[src/rtl/tt_sel_seq.sv]
// rtl/tt_sel_seq.sv - design-select sequencer: pulses selector reset/increment to reach a target address.
// Optional incremental fast path enabled by defining TT_SEL_SEQ_FASTINC_EN.
module tt_sel_seq #(
    parameter int ADDR_W   = 10,
    parameter int HALF_PER = 2
) (
    input  logic              clk,
    input  logic              rst,
    input  logic              req_valid,
    output logic              req_ready,
    input  logic [ADDR_W-1:0] req_addr,
    output logic              done,
    output logic              busy,
    output logic [ADDR_W-1:0] cur_addr,
    output logic              ctrl_sel_rst_n,
    output logic              ctrl_sel_inc,
    output logic              ctrl_ena
);

    typedef enum logic [2:0] {
        ST_INIT,
        ST_IDLE,
        ST_DISABLE,
        ST_RST_LO,
        ST_RST_HI,
        ST_INC_HI,
        ST_INC_LO,
        ST_DONE
    } state_t;

    localparam logic [7:0] T_LAST = 8'(HALF_PER - 1);

    state_t            state;
    state_t            state_nxt;
    logic [7:0]        timer;
    logic              timer_done;
    logic              accept;
    logic [ADDR_W-1:0] addr_lat;
    logic [ADDR_W-1:0] n_rem;
    logic              ena_seen;

    assign timer_done = (timer == T_LAST);
    assign accept     = (state == ST_IDLE) && req_valid;

`ifdef TT_SEL_SEQ_FASTINC_EN
    logic              fast_path;
    logic              fast_ok;
    logic [ADDR_W-1:0] fast_n;

    // Subtraction only used when it cannot wrap.
    assign fast_ok = (req_addr >= cur_addr);
    assign fast_n  = req_addr - cur_addr;
`endif

    always_ff @(posedge clk or posedge rst) begin
        if (rst) begin
            state <= ST_INIT;
        end else begin
            state <= state_nxt;
        end
    end

    always_comb begin
        state_nxt = state;
        case (state)
            ST_INIT:    if (timer_done) state_nxt = ST_IDLE;
            ST_IDLE:    if (req_valid) state_nxt = ST_DISABLE;
            ST_DISABLE: begin
                if (timer_done) begin
`ifdef TT_SEL_SEQ_FASTINC_EN
                    if (fast_path) begin
                        state_nxt = (n_rem != '0) ? ST_INC_HI : ST_DONE;
                    end else begin
                        state_nxt = ST_RST_LO;
                    end
`else
                    state_nxt = ST_RST_LO;
`endif
                end
            end
            ST_RST_LO:  if (timer_done) state_nxt = ST_RST_HI;
            ST_RST_HI:  if (timer_done) state_nxt = (n_rem != '0) ? ST_INC_HI : ST_DONE;
            ST_INC_HI:  if (timer_done) state_nxt = ST_INC_LO;
            ST_INC_LO:  if (timer_done) state_nxt = (n_rem != '0) ? ST_INC_HI : ST_DONE;
            ST_DONE:    state_nxt = ST_IDLE;
            default:    state_nxt = ST_INIT;
        endcase
    end

    always_comb begin
        req_ready      = 1'b0;
        done           = 1'b0;
        busy           = 1'b1;
        ctrl_sel_rst_n = 1'b1;
        ctrl_sel_inc   = 1'b0;
        ctrl_ena       = 1'b0;
        case (state)
            ST_INIT:   ctrl_sel_rst_n = 1'b0;
            ST_IDLE: begin
                req_ready = 1'b1;
                busy      = 1'b0;
                ctrl_ena  = ena_seen;
            end
            ST_RST_LO: ctrl_sel_rst_n = 1'b0;
            ST_INC_HI: ctrl_sel_inc = 1'b1;
            ST_DONE: begin
                done     = 1'b1;
                ctrl_ena = 1'b1;
            end
            default: ;
        endcase
    end

    // Timer runs only in timed states and wraps exactly on each state exit.
    always_ff @(posedge clk or posedge rst) begin
        if (rst) begin
            timer <= '0;
        end else begin
            case (state)
                ST_IDLE, ST_DONE: timer <= '0;
                default:          timer <= timer_done ? 8'd0 : timer + 8'd1;
            endcase
        end
    end

    always_ff @(posedge clk or posedge rst) begin
        if (rst) begin
            addr_lat  <= '0;
            n_rem     <= '0;
            cur_addr  <= '0;
            ena_seen  <= 1'b0;
`ifdef TT_SEL_SEQ_FASTINC_EN
            fast_path <= 1'b0;
`endif
        end else begin
            if (accept) begin
                addr_lat <= req_addr;
`ifdef TT_SEL_SEQ_FASTINC_EN
                fast_path <= fast_ok;
                n_rem     <= fast_ok ? fast_n : req_addr;
`else
                n_rem     <= req_addr;
`endif
            end
            if ((state == ST_INC_HI) && timer_done) begin
                n_rem <= n_rem - 1'b1;
            end
            if (state == ST_DONE) begin
                cur_addr <= addr_lat;
                ena_seen <= 1'b1;
            end
        end
    end

endmodule

[config.mk]
export PLATFORM = sky130hd
export DESIGN_NAME = tt_sel_seq
export DESIGN_NICKNAME = d
export VERILOG_FILES = /design/src/rtl/tt_sel_seq.sv
export SDC_FILE = /design/constraint.sdc
export NUM_CORES = 1
export LEC_CHECK = 0
export ABC_AREA = 1
export CORE_ASPECT_RATIO = 0.7
export CORE_MARGIN = 3
export CORE_UTILIZATION = 35
export CTS_CLUSTER_DIAMETER = 150
export DETAILED_ROUTE_END_ITERATION = 16
export GPL_TIMING_DRIVEN = 0
export HOLD_SLACK_MARGIN = 0.05
export SYNTH_ARGS = -nofsm -noshare
export SYNTH_HDL_FRONTEND = slang
export SYNTH_SLANG_ARGS = --single-unit
[constraint.sdc]
create_clock -name clk -period 1.9 [get_ports clk]
set_clock_uncertainty 0.1 [all_clocks]
set_input_delay 0.19 -clock clk [delete_from_list [all_inputs] [get_ports clk]]
set_output_delay 0.19 -clock clk [all_outputs]
set_load 0.1 [all_outputs]
==> qor.csv <==
stage;metric;value;unit
outcome;status;completed;
die;std cell rows;22;
synthesis;Netlist cell types;23;
power;Seq pwr share;57.8;%
grt;global-route wire length before repair;7840;µm
synthesis;Mapped Nets;286;
job;Max-Cap Viols;0;
drt;DRT iter0 DRCs;65;
clocking;clock sink total;42;
grt;pin count of the biggest net entering global routing;42;
sta;Worst-Margin Slew;963;ps
grt;GRT Total Usage;14.0;%
final_layout;diodes inserted;0;
grt;vias in the first global route;1582;
placed_design;HPWL Detailed;3430;µm
drt;Via-to-Cell Ratio;4.54;
critical_path;crit-path cells;dlygate4sd2_1;
final_layout;fraction of layout cells with a size suffix above 1;14.0;%
die;Die ar.;6970;µm²
critical_path;Data required, critical path;1610;ps
clocking;CTS H-Tree Depth;2;
synthesis;area of the mapped netlist;2100;µm²
critical_path;CP max-delay cell;dlygate4sd2_1;
critical_path;CP arrival;1530;ps
power;clock power share;38.9;%
critical_path;CP top delay family;buffers and inverters;
sta;minimum clock period;1820;ps
power;PD cells;594;nW/µm²
synthesis;register area share after synthesis;50.1;%
critical_path;Worst path max stage delay;860;ps
clocking;Worst-path clk slew;90;ps
drt;Routed Antenna Nets;0;
placed_design;IO buf count;28;
drt;drt first pass iters;4;
power;Leak;1.35;nW
sta;final setup fails;0;
die;core area;5510;µm²
power;P_sw;365;µW
grt;grt ovf;0;
power;Int Power;1.18;mW
placed_design;Post-Place Cells;371;
critical_path;CP endpoint kind;output port;
final_layout;final core utilization;47.2;%
critical_path;Critical Path Start Type;flop;
clocking;CTS Buf Count;5;
placed_design;Final GP Congestion;0.852;
critical_path;Crit Path Category;flop to output port;
die;die height;70.8;µm
power;combinational share of power;3.3;%
power;worst vdd ir;0.000443;V
sta;Max Transition Viols Final;0;
synthesis;Mean Syn Cell Area;7.77;µm²
synthesis;Synth Register Bits;42;
critical_path;crit-path max FO;2;
power;Sw Ratio;23.7;%
grt;initial antenna violation count;0;
drt;DR vias;1726;
sta;setup_tns;0;ps
final_layout;Final nets;323;
hold_path;Min-Delay Path Class;flop to flop;
clocking;clk_lat worst skew;300;ps
final_layout;fin cells;380;
sta;fin crit share;95.7;%
die;Initial Utilization;38.1;%
final_layout;Syn-to-layout area delta;24.0;%
drt;routed wire length per instance;12.3;µm
clocking;TritonCTS clock tree;done;
drt;DRC viols;0;
critical_path;critical path buffer and inverter count;1;
sta;worst setup margin;81.7;ps
placed_design;dpl ws;-561;ps
die;Die X-Extent;98.5;µm
power;total power;1.54;mW
sta;slew margin rel.;36.1;%
sta;Peak Freq;0.550;GHz
synthesis;count of yosys warnings during synthesis;0;
die;IO Count;29;
drt;Routed WL;4670;µm
clocking;CTS Root Cell;clkbuf_8;
clocking;CTS max path bufs;2;
clocking;Setup Fix Bufs, Post-CTS;0;
synthesis;Syn Inst Count;270;
sta;Final Hold Fails;0;
sta;RSZ-0062 raised after global routing;false;
flip-flops by register name, indices dropped and copies added, names as in the netlist:
register  flops
addr_lat     10
cur_addr     10
ena_seen      1
n_rem        10
state         3
timer         8
layout by cell type, fill, tap and decap left out, types with 4 or more instances in the layout:
cell type / instances
nor2_4: 6
nor3_1: 4
clkdlybuf4s50_1: 12
dlygate4sd2_1: 10
nand2_1: 77
inv_2: 7
clkbuf_8: 6
inv_1: 31
nor2_1: 34
buf_2: 5
nand3_1: 19
o21ai_0: 25
dfrtp_1: 39
cell families (layout without fill, tap and decap cells):
logic type | after synthesis | count (layout) | share of synthesized area (%)
and+or+nand+nor | 149 | 149 | 31.5
buffers and inverters | 43 | 81 | 8.35
DFF | 42 | 42 | 50.1
AOI/OAI and AO/OA | 31 | 31 | 7.40
adders and majority gates | 3 | 3 | 1.79
xor gates and xnor gates | 2 | 2 | 0.835
metrics by stage:
| step | hold WS, ps | cell area, µm² |
|---|---|---|
| 2_1_floorplan | 227 | 2130 |
| 3_3_place_gp | 363 | 2500 |
| 3_5_place_dp | 268 | 2520 |
| 4_1_cts | 391 | 2580 |
| 5_1_grt | 405 | 2600 |
| 6_report | 391 | 2600 |
routing by layer:
metal | vias to the layer above | part of all wire, % | global-route usage, %
met5 | - | 0 | 0
met2 | 32 | 38 | 17.5
met4 | 0 | 0.32 | 3.33
met3 | 3 | 3.8 | 3.15
li1 | 907 | - | -
met1 | 784 | 58 | 23.3
layout make-up:
cell class | instances | area [µm²]
Sequential cell | 42 | 1050
Inverter | 38 | 143
Fill cell | 563 | 2910
Buffer | 5 | 42.5
Clock buffer | 5 | 68.8
Clock inverter | 3 | 21.3
Timing Repair Buffer | 30 | 288
Multi-Input combinational cell | 185 | 892
Tap cell | 72 | 90.1
synth_stat cells:
master | n | area share (%)
and2_1 | 1 | 0.30
nand2_1 | 79 | 14
buf_2 | 2 | 0.48
ha_1 | 3 | 1.8
nor2_4 | 6 | 3.2
nand4_1 | 1 | 0.30
o21ai_0 | 26 | 6.2
nor3_1 | 4 | 0.95
dfrtp_1 | 42 | 50
nand3_1 | 19 | 4.5
a21oi_1 | 2 | 0.48
nand3_2 | 1 | 0.48
inv_1 | 34 | 6.1
nand2_2 | 2 | 0.60
buf_6 | 1 | 0.54
nor3b_1 | 1 | 0.36
nor2_1 | 34 | 6.1
clkbuf_1 | 1 | 0.18
xor2_1 | 2 | 0.84
buf_4 | 1 | 0.36
o21ai_1 | 3 | 0.72
inv_2 | 4 | 0.72
nand2_4 | 1 | 0.54
worst paths after layout:
path / end / cells after the start / slack (ps) / start
worst min register to register: cur_addr[7] / 2 / 390 / cur_addr[7]
worst max-delay path: cur_addr[8] / 1 / 80 / cur_addr[8]
worst min-delay path: cur_addr[7] / 2 / 390 / cur_addr[7]
max in group asynchronous: state[2] / 4 / 790 / rst
min in group asynchronous: timer[0] / 3 / 500 / rst
worst max register to register: state[1] / 10 / 230 / n_rem[0]
timing repair:
action	in CTS	in global routing
gates resized for setup	43	7
hold buffers	1	0
endpoints found under the setup margin	16	4
pin swaps	0	0
hold endpoints to repair	1	0
power by group through the flow:
stage / combinational [mW] / sequential [mW] / clock [mW]
2_1_floorplan: 0.0131 / 0.911 / 0
3_3_place_gp: 0.0453 / 0.911 / 0
3_5_place_dp: 0.0508 / 0.911 / 0
4_1_cts: 0.0525 / 0.893 / 0.618
5_1_grt: 0.0562 / 0.893 / 0.653
6_report: 0.0504 / 0.893 / 0.601
Note: power is estimated with default switching activity, not from simulation.
